### src/rtl/alt_vipcti131_common_field_counter_pkg.sv
`default_nettype none
// ---------------------------------------------------------------------------
// alt_vipcti131_common_field_counter_pkg
// Shared widths, tick-mode encoding and total conversion for the field counter.
// Revision: 1.0
// ---------------------------------------------------------------------------
package alt_vipcti131_common_field_counter_pkg;

  localparam int DEFAULT_H_WIDTH                 = 14;
  localparam int DEFAULT_V_WIDTH                 = 13;
  localparam int DEFAULT_NUMBER_OF_COLOUR_PLANES = 3;
  localparam int TOTAL_CALC_WIDTH                = 32;

  typedef enum logic {
    TICK_PARALLEL   = 1'b0,
    TICK_SEQUENTIAL = 1'b1
  } tick_mode_t;

  function automatic int sample_tick_width(input int planes);
    int w;
    w = $clog2(planes);
    return (w < 1) ? 1 : w;
  endfunction

  // Converts a programmed total into the index of the last position; a zero
  // total behaves like a total of one so the comparison never underflows.
  function automatic logic [TOTAL_CALC_WIDTH-1:0] total_to_last(
    input logic [TOTAL_CALC_WIDTH-1:0] total,
    input logic                        totals_minus_one
  );
    if (totals_minus_one) begin
      return total;
    end else if (total == '0) begin
      return '0;
    end else begin
      return total - TOTAL_CALC_WIDTH'(1);
    end
  endfunction

endpackage
`default_nettype wire

### src/rtl/alt_vipcti131_common_sample_tick_counter.sv
`default_nettype none
// ---------------------------------------------------------------------------
// alt_vipcti131_common_sample_tick_counter
// Colour-plane tick counter producing start_of_sample and count_sample.
// Revision: 1.0
// ---------------------------------------------------------------------------
module alt_vipcti131_common_sample_tick_counter
  import alt_vipcti131_common_field_counter_pkg::*;
#(
  parameter int NUMBER_OF_COLOUR_PLANES       = DEFAULT_NUMBER_OF_COLOUR_PLANES,
  parameter int COLOUR_PLANES_ARE_IN_PARALLEL = 1,
  parameter int TICK_WIDTH                    = sample_tick_width(NUMBER_OF_COLOUR_PLANES)
) (
  input  logic                  clk,
  input  logic                  rst,
  input  logic                  sclr,
  input  logic                  enable,
  input  logic                  hd_sdn,
  output logic [TICK_WIDTH-1:0] ticks,
  output logic                  start_of_sample,
  output logic                  count_sample
);

  localparam logic [TICK_WIDTH-1:0] LAST_TICK = TICK_WIDTH'(NUMBER_OF_COLOUR_PLANES - 1);

  tick_mode_t mode;
  logic       at_last;

  generate
    if (COLOUR_PLANES_ARE_IN_PARALLEL == 0) begin : g_sequential
      // HD streams carry a whole sample per cycle even on a sequential bus.
      assign mode = hd_sdn ? TICK_PARALLEL : TICK_SEQUENTIAL;
    end else begin : g_parallel
      logic unused_hd_sdn;
      assign unused_hd_sdn = hd_sdn;
      assign mode          = TICK_PARALLEL;
    end
  endgenerate

  assign at_last = (ticks == LAST_TICK);

  always_ff @(posedge clk) begin
    if (rst || sclr) begin
      ticks <= '0;
    end else if (mode == TICK_PARALLEL) begin
      ticks <= '0;
    end else if (enable) begin
      ticks <= at_last ? '0 : ticks + TICK_WIDTH'(1);
    end
  end

  assign count_sample    = enable & ((mode == TICK_PARALLEL) | at_last);
  assign start_of_sample = enable & (ticks == '0);

endmodule
`default_nettype wire

### src/rtl/alt_vipcti131_common_field_counter.sv
`default_nettype none
// ---------------------------------------------------------------------------
// alt_vipcti131_common_field_counter
// Raster position, line/frame event and interlaced field tracker.
// Revision: 1.0
// ---------------------------------------------------------------------------
module alt_vipcti131_common_field_counter
  import alt_vipcti131_common_field_counter_pkg::*;
#(
  parameter int H_WIDTH                       = DEFAULT_H_WIDTH,
  parameter int V_WIDTH                       = DEFAULT_V_WIDTH,
  parameter int NUMBER_OF_COLOUR_PLANES       = DEFAULT_NUMBER_OF_COLOUR_PLANES,
  parameter int COLOUR_PLANES_ARE_IN_PARALLEL = 1,
  parameter int LOG2_NUMBER_OF_COLOUR_PLANES  = sample_tick_width(NUMBER_OF_COLOUR_PLANES),
  parameter int TOTALS_MINUS_ONE              = 0,
  parameter int INTERLACED_SUPPORT            = 1
) (
  input  logic                                    clk,
  input  logic                                    rst,
  input  logic                                    sclr,
  input  logic                                    enable,
  input  logic                                    hd_sdn,
  input  logic                                    interlaced,
  input  logic [H_WIDTH-1:0]                      h_total,
  input  logic [V_WIDTH-1:0]                      v_total,
  input  logic [V_WIDTH-1:0]                      f_rise_line,
  input  logic [V_WIDTH-1:0]                      f_fall_line,
  input  logic [H_WIDTH-1:0]                      h_reset,
  input  logic [V_WIDTH-1:0]                      v_reset,
  input  logic                                    f_reset,
  output logic                                    start_of_sample,
  output logic [LOG2_NUMBER_OF_COLOUR_PLANES-1:0] sample_ticks,
  output logic                                    new_line,
  output logic                                    new_frame,
  output logic                                    field,
  output logic [H_WIDTH-1:0]                      h_count,
  output logic [V_WIDTH-1:0]                      v_count
);

  logic                        count_sample;
  logic [TOTAL_CALC_WIDTH-1:0] h_last_full;
  logic [TOTAL_CALC_WIDTH-1:0] v_last_full;
  logic [H_WIDTH-1:0]          h_total_int;
  logic [V_WIDTH-1:0]          v_total_int;
  logic [V_WIDTH-1:0]          next_line;
  logic                        unused_total_bits;

  alt_vipcti131_common_sample_tick_counter #(
    .NUMBER_OF_COLOUR_PLANES       (NUMBER_OF_COLOUR_PLANES),
    .COLOUR_PLANES_ARE_IN_PARALLEL (COLOUR_PLANES_ARE_IN_PARALLEL),
    .TICK_WIDTH                    (LOG2_NUMBER_OF_COLOUR_PLANES)
  ) u_tick_counter (
    .clk             (clk),
    .rst             (rst),
    .sclr            (sclr),
    .enable          (enable),
    .hd_sdn          (hd_sdn),
    .ticks           (sample_ticks),
    .start_of_sample (start_of_sample),
    .count_sample    (count_sample)
  );

  assign h_last_full = total_to_last(TOTAL_CALC_WIDTH'(h_total), TOTALS_MINUS_ONE != 0);
  assign v_last_full = total_to_last(TOTAL_CALC_WIDTH'(v_total), TOTALS_MINUS_ONE != 0);
  assign h_total_int = h_last_full[H_WIDTH-1:0];
  assign v_total_int = v_last_full[V_WIDTH-1:0];
  assign unused_total_bits = ^{h_last_full[TOTAL_CALC_WIDTH-1:H_WIDTH],
                               v_last_full[TOTAL_CALC_WIDTH-1:V_WIDTH]};

  // >= rather than == so a total shrunk below the current position wraps at
  // the next sample instead of running on to the counter limit.
  assign new_line  = count_sample & (h_count >= h_total_int);
  assign new_frame = new_line & (v_count >= v_total_int);
  assign next_line = new_frame ? '0 : v_count + V_WIDTH'(1);

  always_ff @(posedge clk) begin
    if (rst) begin
      h_count <= '0;
      v_count <= '0;
    end else if (sclr) begin
      h_count <= h_reset;
      v_count <= v_reset;
    end else if (new_line) begin
      h_count <= '0;
      v_count <= next_line;
    end else if (count_sample) begin
      h_count <= h_count + H_WIDTH'(1);
    end
  end

  generate
    if (INTERLACED_SUPPORT != 0) begin : g_field
      // The field flag follows the line being entered; fall beats rise.
      always_ff @(posedge clk) begin
        if (rst) begin
          field <= 1'b0;
        end else if (sclr) begin
          field <= f_reset & interlaced;
        end else if (new_line) begin
          if (!interlaced) begin
            field <= 1'b0;
          end else if (next_line == f_fall_line) begin
            field <= 1'b0;
          end else if (next_line == f_rise_line) begin
            field <= 1'b1;
          end
        end
      end
    end else begin : g_no_field
      logic unused_field_inputs;
      assign unused_field_inputs = ^{interlaced, f_reset, f_rise_line, f_fall_line};
      assign field               = 1'b0;
    end
  endgenerate

endmodule
`default_nettype wire

### config.mk
export PLATFORM = sky130hd
export DESIGN_NAME = alt_vipcti131_common_field_counter
export DESIGN_NICKNAME = d
export VERILOG_FILES = /design/src/rtl/alt_vipcti131_common_field_counter_pkg.sv /design/src/rtl/alt_vipcti131_common_sample_tick_counter.sv /design/src/rtl/alt_vipcti131_common_field_counter.sv
export SDC_FILE = /design/constraint.sdc
export NUM_CORES = 1
export LEC_CHECK = 0
export CAP_MARGIN = 20
export CORE_UTILIZATION = 25
export DETAILED_ROUTE_END_ITERATION = 10
export HOLD_SLACK_MARGIN = 0.05
export PLACE_DENSITY_LB_ADDON = 0.12
export SYNTH_ARGS = -nofsm -noshare
export SYNTH_HDL_FRONTEND = slang
export SYNTH_SLANG_ARGS = --single-unit
### constraint.sdc
create_clock -name clk -period 4.35 [get_ports clk]
set_input_delay 0.435 -clock clk [delete_from_list [all_inputs] [get_ports clk]]
set_output_delay 0.435 -clock clk [all_outputs]
set_load 0.05 [all_outputs]
# Word level (Yosys, flattened, before mapping)
# Cells that the tools add are included.
# classes
add_sub_neg,4
magnitude_cmp,2
n_eq_ne,3
muxes,13
bitwise,3
n_reduce_logical,5
# op_table
op,n
$mux 14,4
$mux 13,4
$eq 13x13->1,2
$add 14x1->14 const B,1
$ge 14x14->1,1
$logic_not 14->1,1
$sub 14x1->14 const B,1
$add 13x1->13 const B,1
$ge 13x13->1,1
$logic_not 13->1,1
$sub 13x1->13 const B,1
$mux 1,5
$ne 4x2->1 const B,1
$and 1x1->1,3
$reduce_bool 3->1,1
$reduce_and 2->1,1
$reduce_bool 2->1,1
# totals
regBits,28
input_bits,87
output_inout_bits,33
wordCells,33

# Longest topological paths before layout
# Gate-level depths: netlist of the first run.
# logic_depth
depth_word,12
ltp_mapped,20
depth_no_buf,19

# By module
# A second synthesis of the first run with hierarchy kept.
# unflattened
cells_unflattened,481
area_unflattened_um2,3410.8
# by_module_without_submodules
module,n_inst,cells_each,area_per_inst_um2,seq_area_each_um2
alt_vipcti131_common_field_counter,1,476,3377.0,560.5
alt_vipcti131_common_sample_tick_counter,1,5,33.8,0.0

# Least setup slack after synthesis of the first run
# No wires, ideal clock.
# synth_timing
kind,in2reg
from,input port v_total[6]
to,register field
setup_time_ps,70
t_arrival_ps,4163
setup_slack_ps,117
path_stages,19
cell_sequence,or4_1 -> nor4_1 -> nand2_1 -> or3_1 -> or2_1 -> buf_2 -> o21ai_1 -> ha_1 -> a21oi_1 -> o21ai_1 -> a2111oi_2 -> nor2_2 -> nand2_4 -> buf_8 -> inv_4 -> nor2_2 -> o2111ai_1 -> a2111o_1 -> a21oi_1
# synth_via
elab_chain_len,10
elab_cells_between_ends,14
# synth_rtl
element,line_no,source
from (decl),alt_vipcti131_common_field_counter.sv:25,"input logic [V_WIDTH-1:0] v_total,"
$sub 13x1->13 or $logic_not 13->1 (tied branches),"alt_vipcti131_common_field_counter_pkg.sv:36, alt_vipcti131_common_field_counter_pkg.sv:33",
$mux 13 (*),alt_vipcti131_common_field_counter_pkg.sv:33,end else if (total == '0) begin
$ge 13x13->1 (*),alt_vipcti131_common_field_counter.sv:73,assign new_frame = new_line & (v_count >= v_total_int);
$and 1x1->1 (*),alt_vipcti131_common_field_counter.sv:73,
named net new_frame,alt_vipcti131_common_field_counter.sv:34,"output logic new_frame,"
$mux 13 (*),alt_vipcti131_common_field_counter.sv:74,assign next_line = new_frame ? '0 : v_count + V_WIDTH'(1);
$eq 13x13->1,alt_vipcti131_common_field_counter.sv:102,end else if (next_line == f_fall_line) begin
$mux 1,alt_vipcti131_common_field_counter.sv:102,
$mux 1,alt_vipcti131_common_field_counter.sv:100,if (!interlaced) begin
$mux 1,alt_vipcti131_common_field_counter.sv:99,end else if (new_line) begin
$mux 1,alt_vipcti131_common_field_counter.sv:97,end else if (sclr) begin
to (signal assigned),alt_vipcti131_common_field_counter.sv:98,field <= f_reset & interlaced;
to (decl),alt_vipcti131_common_field_counter.sv:35,"output logic field,"
# Mark *: on every way through the listed nets, which the timed path passes. The rest lies on a longest branch. The select of a mux whose other input is x is not followed.
# A chain may end at the register's enable or synchronous reset.

# Worst setup path in the final report of the first run
# layout_timing
from,input port v_total[4]
to,output port new_frame
# layout_via
elab_chain_len,4
elab_cells_between_ends,5
# layout_rtl
element,line_no
$sub 13x1->13 or $logic_not 13->1 (tied branches),"alt_vipcti131_common_field_counter_pkg.sv:36, alt_vipcti131_common_field_counter_pkg.sv:33"
$mux 13 (*),alt_vipcti131_common_field_counter_pkg.sv:33
$ge 13x13->1 (*),alt_vipcti131_common_field_counter.sv:73
$and 1x1->1 (*),alt_vipcti131_common_field_counter.sv:73
to (decl),alt_vipcti131_common_field_counter.sv:34
# Every way passes the cells marked *; elsewhere a longest branch is shown, timed or not.

==> results of run 1 <==
## per-layer routing
| layer | up-vias | GRT usage, % | wire (um) |
|---|---|---|---|
| li1 | 2089 | - | - |
| met3 | 4 | 2.41 | 481 |
| met4 | 0 | 2.47 | 46 |
| met1 | 1913 | 22.5 | 5940 |
| met5 | - | 0 | 0 |
| met2 | 83 | 31.6 | 6350 |
## registers in the layout, indices dropped and copies added (netlist names)
signal and count:
v_count 13, field 1, h_count 14
## metrics by stage
stage | hold WS [ns] | total power, mW | instances | utilization [%] | area (sq um)
floorplan | 0.578 | 0.572 | 493 | - | 3510
global placement | 0.528 | 0.779 | 794 | 37.2 | 5010
detailed placement | 0.521 | 0.783 | 794 | 37.2 | 5010
CTS | 0.541 | 1.08 | 809 | 38.9 | 5240
global route | 0.578 | 1.15 | 810 | 39.4 | 5310
finish | 0.531 | 1.08 | 810 | 39.4 | 5310
## synth_stat cells (all sizes together) (12+ instances only)
cell    n  area, sq um
xor2   18          173
and3   12         75.1
o21ai  26          130
nor3   28          140
ha     31          388
dfxtp  28          561
inv    14         55.1
nor2b  18          113
nor2   60          230
a21oi  33          169
buf    13         80.1
nand2  44          173
nand3  27          140
xnor2  19          166
## how the worst max path moves through the flow
stage	from	to	slack [ns]	depth (start not counted)
after floorplan	v_total[6]	field	0.12	19
after global placement	v_total[6]	field	-0.43	17
after detailed placement	v_total[6]	field	-0.53	18
after CTS	v_total[4]	new_frame	0.005	16
after global routing	v_total[4]	field	-0.02	18
final	v_total[4]	new_frame	0.20	16
## worst register-to-register path: cells and delay by family (launching register included)
| kind | cells | cell delay [ns] |
|---|---|---|
| adders and majority gates | 1 | 0.33 |
| muxes | 1 | 0.31 |
| AOI/OAI and AO/OA | 5 | 1.03 |
| and+or+nand+nor | 3 | 0.32 |
| buffers and inverters | 2 | 0.33 |
| DFF | 1 | 0.53 |
## cell type report
cell class              instances  area [sq um]  share of cell area, %
flip-flops and latches         28           561                   10.6
repair buffers                160          1490                   28.2
clock buffers                   3          75.1                   1.42
inverters                      14          55.1                   1.04
clock inverters                 1          30.0                  0.566
multi-input cells             428          2870                   54.1
well taps                     176           220                   4.15
## cells by family (layout without fill, tap and decap cells)
| family | after synthesis | after routing | share of synthesized area (%) |
|---|---|---|---|
| AO/OA/AOI/OAI | 114 | 114 | 21.6 |
| XOR/XNOR | 37 | 37 | 9.68 |
| adder cells (fa/ha/maj) | 31 | 31 | 11.1 |
| buffers and inverters | 38 | 178 | 5.04 |
| flip-flops | 28 | 28 | 16.0 |
| multiplexers | 10 | 10 | 2.89 |
| other | 1 | 2 | 0.107 |
| AND/OR/NAND/NOR | 233 | 234 | 33.6 |
## power groups by stage
| stage | clock network, mW | logic (mW) | registers (mW) |
|---|---|---|---|
| global placement | 0 | 0.455 | 0.324 |
| detailed placement | 0 | 0.460 | 0.323 |
| finish | 0.287 | 0.477 | 0.317 |
| floorplan | 0 | 0.204 | 0.367 |
| global route | 0.305 | 0.520 | 0.322 |
| CTS | 0.297 | 0.470 | 0.317 |
## timing repair
item,4_1_cts,5_1_grt
gates resized for setup,15,10
setup endpoints to repair,2,4
hold buffers,0,0
setup buffers,10,1
pin swaps,12,3
gates cloned,1,0
==> run summary, run 1 <==
fin crit share = 95.4%
initial detailed-routing violation count = 118
Worst Hold End = field
Syn Inst Count = 492
sequential share of the synthesized area = 16.0%
status = completed
clk sinks = 28
Vias per Instance = 5.05
CTS clock-pin slew for the worst setup and hold paths = 0.08 ns
Reg2Reg Depth = 12
Synth-to-Final Area Change = 51.4%
antenna-violating nets left = 0
MaxCap Viol Count = 0
internal power = 681 uW
Worst Path Arrival = 3.72 ns
switching share of total power = 37.0%
ratio of cells with drive above 1 in the final layout = 12.5%
TritonCTS clock tree = done
Post-Syn Area = 0.00350 sq mm
final hold violations = 0
clock tree root driver cell = clkbuf_16
Worst Setup Path Type = input pin to output port
kind of end point of the critical path = output port
P per Cell Area = 204 mW/mm^2
Final setup viols = 0
gpl congestion = 0.849
vias in the first global route = 4060
Max Fclk = 241 MHz
GRT Util Overall = 17.6%
Slew headroom = 57.8%
most common cell after layout, fill and taps aside = clkdlybuf4s50_1
Port Buffer Count = 116
P_sw = 400 uW
Comb power frac = 44.2%
Synth Flop Type = dfxtp_1
DRT Pass-1 Iters = 4
worst skew pair latency = 0.27 ns
post-place setup slack = -0.531 ns
total vias in the final route = 4089
commonest cells after routing, fill and taps aside = 110 x clkdlybuf4s50_1, 58 x nor2_1, 44 x buf_4, 43 x nand2_1, 32 x a21oi_1
first-pass GRT wire length = 20500 um
worst slew pin tran = 0.629 ns
Critical-path top delay cell = or4_4
final setup TNS = 0 ns
Syn. warnings = 0
#FFs+latches synth = 28
Slew Viols, Final = 0
final wirelength = 12800 um
initial antenna violation count = 0
clock power share = 26.5%
Reg power frac = 29.3%
R2R setup slack = 1.45 ns
Hold Path Depth = 2
Cell variety after synth = 67
Max Buffers Root-to-Sink = 2
Worst Skew = 0.00207 ns
Core ar. = 0.0135 sq mm
IO Pins = 120
Die H = 120 um
DRC = 0
initial core utilization = 26.0%
die width = 120 um
gr ovfl total = 0
Max FO, Critical Path = 5
pin count of the biggest net entering global routing = 49
cts bufs inserted = 3
average instance area after synthesis = 7.12 sq um
routed len/inst = 15.8 um
Lkg Pwr = 2.15 nW
ys async rst share = 0%
Crit path required time = 3.91 ns
DP HPWL = 9920 um
Filler cells = 1419
CP delay by family, top = simple AND/OR/NAND/NOR gates
fin crit period = 4.15 ns
ANT cells = 0
Nets = 753
Rows = 42
crit path cell chain = dlygate4sd2_1 > or4_4 > nor4_4 > nand2_1 > or3_4 > or2_4 > and2_4 > ha_1 > nor2b_1 > o21ai_1 > a2111oi_4 > nor2_4 > nand2_4 > inv_4 > buf_4 > buf_8
WP buf/inv = 4
final worst slack = 0.200 ns
hold path startpoint = field
reg2reg end = field
worst vdd ir = 0.135 mV
min-delay worst type = flip-flop to flip-flop
R2R Path Start = v_count[0]
number of flops mapped to enable cells by yosys = 0
CP max stage delay = 0.54 ns
H-tree depth = 1
die area = 0.0145 sq mm
Worst Setup Start Kind = input pin
Note: power is estimated with default switching activity, not from simulation.
==> run 2: changes to the inputs <==
- CORE_ASPECT_RATIO: unset -> 1.4
==> run 2 against run 1 <==
Compared with the run above:
- sequential share of layout area barely moved
- core utilization fell by 0.22 points
- fmax shrank 1.3%
- clock power grew 2%
- via count increased by 0.32%
- critical path type unchanged
==> run summary, run 2 (synthesized netlist as in run 1, its figures left out) <==
WP buf/inv = 4 (unchanged)
initial antenna violation count = 0 (unchanged)
Slew Viols, Final = 0 (unchanged)
GRT Util Overall = 17.5% (was 17.6%)
RSZ-0062 raised after global routing = no
vias in the first global route = 4036 (was 4060)
dpl cells = 804 (was 794)
switching share of total power = 37.5% (was 37.0%)
final hold violations = 0 (unchanged)
CTS Hold Bufs = 0 (unchanged)
post-route insts no fill = 815 (was 810)
CP delay by family, top = simple AND/OR/NAND/NOR gates (unchanged)
gpl congestion = 0.808 (was 0.849)
Worst Path Arrival = 3.77 ns (was 3.72 ns)
Largest Register = h_count (unchanged)
Max Fclk = 238 MHz (was 241 MHz)
Worst Setup Path Type = input pin to output port (unchanged)
final setup TNS = 0 ns (unchanged)
Comb power frac = 43.9% (was 44.2%)
MaxCap Viol Count = 0 (unchanged)
H-tree depth = 1 (unchanged)
routed len/inst = 15.9 um (was 15.8 um)
Filler cells = 1439 (was 1419)
IO Pins = 120 (unchanged)
multi-input logic area = 0.00287 sq mm (about the same)
gr ovfl total = 0 (unchanged)
most common cell after layout, fill and taps aside = clkdlybuf4s50_1 (unchanged)
Critical-path top delay cell = or4_4 (unchanged)
clock tree root driver cell = clkbuf_16 (unchanged)
P per Cell Area = 206 mW/mm^2 (was 204 mW/mm^2)
P_sw = 409 uW (was 400 uW)
Lkg Pwr = 2.13 nW (was 2.15 nW)
Worst Setup Start Kind = input pin (unchanged)
Die H = 142 um (was 120 um)
TritonCTS clock tree = done (unchanged)
commonest cells after routing, fill and taps aside = 109 x clkdlybuf4s50_1, 57 x nor2_1, 45 x buf_4, 43 x nand2_1, 31 x a21oi_1 (was 110 x clkdlybuf4s50_1, 58 x nor2_1, 44 x buf_4, 43 x nand2_1, 32 x a21oi_1)
worst skew pair latency = 0.28 ns (was 0.27 ns)
first-pass GRT wire length = 20000 um (was 20500 um)
antenna-violating nets left = 0 (unchanged)
Vias per Instance = 5.03 (was 5.05)
ANT cells = 0 (unchanged)
internal power = 682 uW (was 681 uW)
Total Power = 1.09 mW (was 1.08 mW)
Worst Skew = 0.00571 ns (was 0.00207 ns)
pin count of the biggest net entering global routing = 49 (unchanged)
Storage cell area = 561 sq um (unchanged)
cts bufs inserted = 3 (unchanged)
Max FO, Critical Path = 5 (unchanged)
Slew headroom = 40.9% (was 57.8%)
DRT Pass-1 Iters = 4 (unchanged)
die width = 102 um (was 120 um)
Core ar. = 0.0135 sq mm (about the same)
CTS clock-pin slew for the worst setup and hold paths = 0.08 ns (about the same)
Synth-to-Final Area Change = 51.2% (was 51.4%)
final wirelength = 12900 um (was 12800 um)
Nets = 752 (was 753)
total vias in the final route = 4102 (was 4089)
status = completed (unchanged)
final hold slack = 0.553 ns (was 0.531 ns)
clock power share = 27.0% (was 26.5%)
Rows = 50 (was 42)
fin crit share = 96.7% (was 95.4%)
crit path cell chain = dlygate4sd2_1 > or4_4 > nor4_4 > nand2_1 > or3_1 > or2_4 > o21ai_1 > ha_1 > a21oi_2 > o21ai_2 > a2111oi_4 > nor2_4 > nand2_4 > inv_4 > buf_4 > buf_8 (was dlygate4sd2_1 > or4_4 > nor4_4 > nand2_1 > or3_4 > or2_4 > and2_4 > ha_1 > nor2b_1 > o21ai_1 > a2111oi_4 > nor2_4 > nand2_4 > inv_4 > buf_4 > buf_8)
Port Buffer Count = 116 (unchanged)
ratio of cells with drive above 1 in the final layout = 12.5% (about the same)
fin crit period = 4.21 ns (was 4.15 ns)
Final setup viols = 0 (unchanged)
initial detailed-routing violation count = 107 (was 118)
min-delay worst type = flip-flop to flip-flop (unchanged)
worst vdd ir = 0.104 mV (was 0.135 mV)
CP max stage delay = 0.55 ns (was 0.54 ns)
Crit path required time = 3.91 ns (about the same)
Reg power frac = 29.1% (was 29.3%)
die area = 0.0145 sq mm (about the same)
Top Registers = h_count x14, v_count x13, field x1 (unchanged)
max reg flops = 14 (unchanged)
initial core utilization = 25.9% (was 26.0%)
worst slew pin tran = 0.887 ns (was 0.629 ns)
DP HPWL = 10300 um (was 9920 um)
DRC = 0 (unchanged)
clk sinks = 28 (unchanged)
kind of end point of the critical path = output port (unchanged)
Max Buffers Root-to-Sink = 2 (unchanged)
==> run 2: per-layer routing <==
| metal | up-vias | GRT usage, % | routed length, um |
|---|---|---|---|
| li1 | 2081 | - | - |
| met1 | 1896 | 18.9 | 5060 |
| met2 | 112 | 34.7 | 7000 |
| met3 | 13 | 1.92 | 601 |
| met4 | 0 | 5.04 | 263 |
| met5 | - | 0 | 0 |
==> run 2: worst paths after layout <==
kind,start,to,slack [ns],cells after the start
max,v_total[3],new_frame,0.14,16
min,field,field,0.55,2
max reg2reg,v_count[0],field,1.37,11
min reg2reg,field,field,0.55,2
==> run 2: cell type report <==
| class | instances | share of cell area, % |
|---|---|---|
| well taps | 182 | 4.30 |
| clock buffers | 3 | 1.42 |
| flip-flops and latches | 28 | 10.6 |
| repair buffers | 160 | 28.0 |
| clock inverters | 1 | 0.567 |
| multi-input cells | 427 | 54.1 |
| inverters | 14 | 1.04 |
==> run 2: stage by stage <==
step	utilization [%]	worst slack (ns)	cell area, sq um
2_1_floorplan	-	0.117	3510
3_3_place_gp	37.3	-0.470	5040
3_5_place_dp	37.3	-0.555	5040
4_1_cts	38.8	0.00751	5240
5_1_grt	39.2	0.000417	5300
6_report	39.2	0.145	5300
==> run 2: tightest hold or removal path, delay by kind of cell (launching register included) <==
family	cells	cell delay (ns)
flops	1	0.33
simple gates	1	0.11
compound gates	1	0.07
==> run 2: repair_timing <==
action | CTS | global route
buffers inserted | 4 | 3
gates resized for setup | 16 | 7
pin swaps | 10 | 11
endpoints found under the setup margin | 9 | 5
==> run 2: power by group through the flow <==
stage	Clock (mW)	Sequential, mW	Combinational (mW)
after floorplan	0	0.367	0.204
after global placement	0	0.323	0.458
after detailed placement	0	0.323	0.463
after CTS	0.303	0.317	0.474
after global routing	0.310	0.321	0.522
final	0.294	0.317	0.479
==> run 3: changes to the inputs <==
- clock period: 4.35 -> 4.33 ns (I/O delays scaled with it)
==> run 3 against run 2 <==
Compared with the run above:
- clock power barely moved
- worst setup slack got worse by 0.0087 ns
- clock skew fell by 0.0034 ns
- register-to-register slack improved by 0.08 ns
- sequential cell count did not move
- highest routed layer unchanged
==> run summary, run 3 (synthesized netlist as in run 1, its figures left out) <==
post-route cell area = 0.00529 sq mm (was 0.00530 sq mm)
vias in the first global route = 4079 (was 4036)
Max Fclk = 238 MHz
Largest Register = h_count (unchanged)
DP HPWL = 10300 um (about the same)
pin count of the biggest net entering global routing = 49 (unchanged)
R2R Path Start = v_count[0] (unchanged)
Core ar. = 0.0135 sq mm (unchanged)
Worst Setup Path Type = input pin to output port (unchanged)
Crit. Startpoint = v_total[3] (unchanged)
die width = 102 um (unchanged)
clk sinks = 28 (unchanged)
initial detailed-routing violation count = 91 (was 107)
initial core utilization = 25.9% (unchanged)
worst vdd ir = 0.112 mV (was 0.104 mV)
Port Buffer Count = 116 (unchanged)
worst slew pin tran = 0.901 ns (was 0.887 ns)
WP buf/inv = 5 (was 4)
Top Registers = h_count x14, v_count x13, field x1 (unchanged)
ratio of cells with drive above 1 in the final layout = 12.1% (was 12.5%)
Slew Viols, Final = 0 (unchanged)
dpl cells = 806 (was 804)
DRC = 0 (unchanged)
H-tree depth = 1 (unchanged)
MaxCap Viol Count = 0 (unchanged)
worst skew pair latency = 0.28 ns (about the same)
Vias per Instance = 5.06 (was 5.03)
IO Pins = 120 (unchanged)
crit path cell chain = dlygate4sd2_1 > or4_4 > nor4_4 > nand2_1 > or3_1 > or2_4 > buf_4 > nand2_1 > ha_1 > a21oi_2 > nor2_2 > a2111oi_4 > nor2_4 > nand2_4 > inv_4 > buf_4 > buf_8 (was dlygate4sd2_1 > or4_4 > nor4_4 > nand2_1 > or3_1 > or2_4 > o21ai_1 > ha_1 > a21oi_2 > o21ai_2 > a2111oi_4 > nor2_4 > nand2_4 > inv_4 > buf_4 > buf_8)
Worst Skew = 0.00233 ns (was 0.00571 ns)
CP max stage delay = 0.55 ns (about the same)
Synth-to-Final Area Change = 51.0% (was 51.2%)
Lkg Pwr = 2.13 nW (about the same)
Rows = 50 (unchanged)
P per Cell Area = 206 mW/mm^2 (about the same)
fin crit period = 4.19 ns
Worst Path Arrival = 3.76 ns (was 3.77 ns)
Critical-path top delay cell = or4_4 (unchanged)
antenna-violating nets left = 0 (unchanged)
Slew headroom = 39.9% (was 40.9%)
clock tree root driver cell = clkbuf_16 (unchanged)
final hold violations = 0 (unchanged)
cts bufs inserted = 3 (unchanged)
status = completed (unchanged)
GRT Util Overall = 17.5% (about the same)
Final Core Density = 39.1% (was 39.2%)
routed len/inst = 15.6 um (was 15.9 um)
fin crit share = 96.9%
final wirelength = 12700 um (was 12900 um)
die area = 0.0145 sq mm (unchanged)
total vias in the final route = 4130 (was 4102)
max reg flops = 14 (unchanged)
initial antenna violation count = 0 (unchanged)
hold path startpoint = field (unchanged)
CP delay by family, top = simple AND/OR/NAND/NOR gates (unchanged)
Post-DP Area = 0.00506 sq mm (was 0.00504 sq mm)
post-route insts no fill = 816 (was 815)
Die H = 142 um (unchanged)
commonest cells after routing, fill and taps aside = 109 x clkdlybuf4s50_1, 56 x nor2_1, 46 x buf_4, 43 x nand2_1, 31 x a21oi_1 (was 109 x clkdlybuf4s50_1, 57 x nor2_1, 45 x buf_4, 43 x nand2_1, 31 x a21oi_1)
TritonCTS clock tree = done (unchanged)
Worst Setup Start Kind = input pin (unchanged)
ANT cells = 0 (unchanged)
DRT Pass-1 Iters = 4 (unchanged)
gr ovfl total = 0 (unchanged)
Nets = 753 (was 752)
Max Buffers Root-to-Sink = 2 (unchanged)
Crit path required time = 3.90 ns (was 3.91 ns)
kind of end point of the critical path = output port (unchanged)
first-pass GRT wire length = 19900 um (was 20000 um)
Max FO, Critical Path = 7 (was 5)
CTS clock-pin slew for the worst setup and hold paths = 0.08 ns (about the same)
CTS Hold Bufs = 0 (unchanged)
gpl congestion = 0.818 (was 0.808)
Final setup viols = 0 (unchanged)
most common cell after layout, fill and taps aside = clkdlybuf4s50_1 (unchanged)
min-delay worst type = flip-flop to flip-flop (unchanged)
## run 3: cell count changes in the layout (fill, tap and decap cells not counted), sizes merged
cell / change
buf: +1
## run 3: what timing repair did
item	4_1_cts	5_1_grt
gates cloned	0	0
resized for setup	16	4
endpoints found under the setup margin	10	2
buffers inserted	6	0
pin swaps	9	4
## run 3: final timing paths
kind	to	slack (ns)	cells past startpoint
worst max-delay path	new_frame	0.14	17
worst min-delay path	field	0.52	2
worst max register to register	field	1.45	9
worst min register to register	field	0.52	2
## run 3: layer usage
layer | GRT usage [%] | vias to the layer above | share of wire [%]
li1 | - | 2084 | -
met1 | 19.1 | 1903 | 39
met2 | 34.0 | 126 | 54
met3 | 2.01 | 17 | 5.2
met4 | 5.94 | 0 | 2.5
met5 | 0 | - | 0
## run 3: cell type report
type,instances,area (sq um)
Multi-Input combinational cell,427,2850
Sequential cell,28,561
Timing Repair Buffer,161,1490
Inverter,14,55.1
Clock inverter,1,30.0
Tap cell,182,228
Clock buffer,3,75.1
Fill cell,1434,8220
## run 3: tightest hold or removal path, stage by stage, from the launching register on
cell and delay [ns]:
dfxtp_1 0.33, nor2_1 0.10, a21oi_1 0.06
## run 3: power breakdown
| part | total [mW] | switching [mW] | internal [mW] |
|---|---|---|---|
| registers | 0.318 | 0.0425 | 0.276 |
| logic | 0.477 | 0.254 | 0.224 |
| clock network | 0.291 | 0.107 | 0.185 |
## run 3: stage by stage
stage	setup slack (ns)	hold WS [ns]	TNS (ns)	total power, mW
floorplan	0.0989	0.576	0	0.575
global placement	-0.470	0.527	-2.84	0.785
detailed placement	-0.544	0.524	-3.72	0.791
CTS	0.0550	0.530	0	1.10
global route	-0.0259	0.550	-0.0404	1.15
finish	0.136	0.525	0	1.09
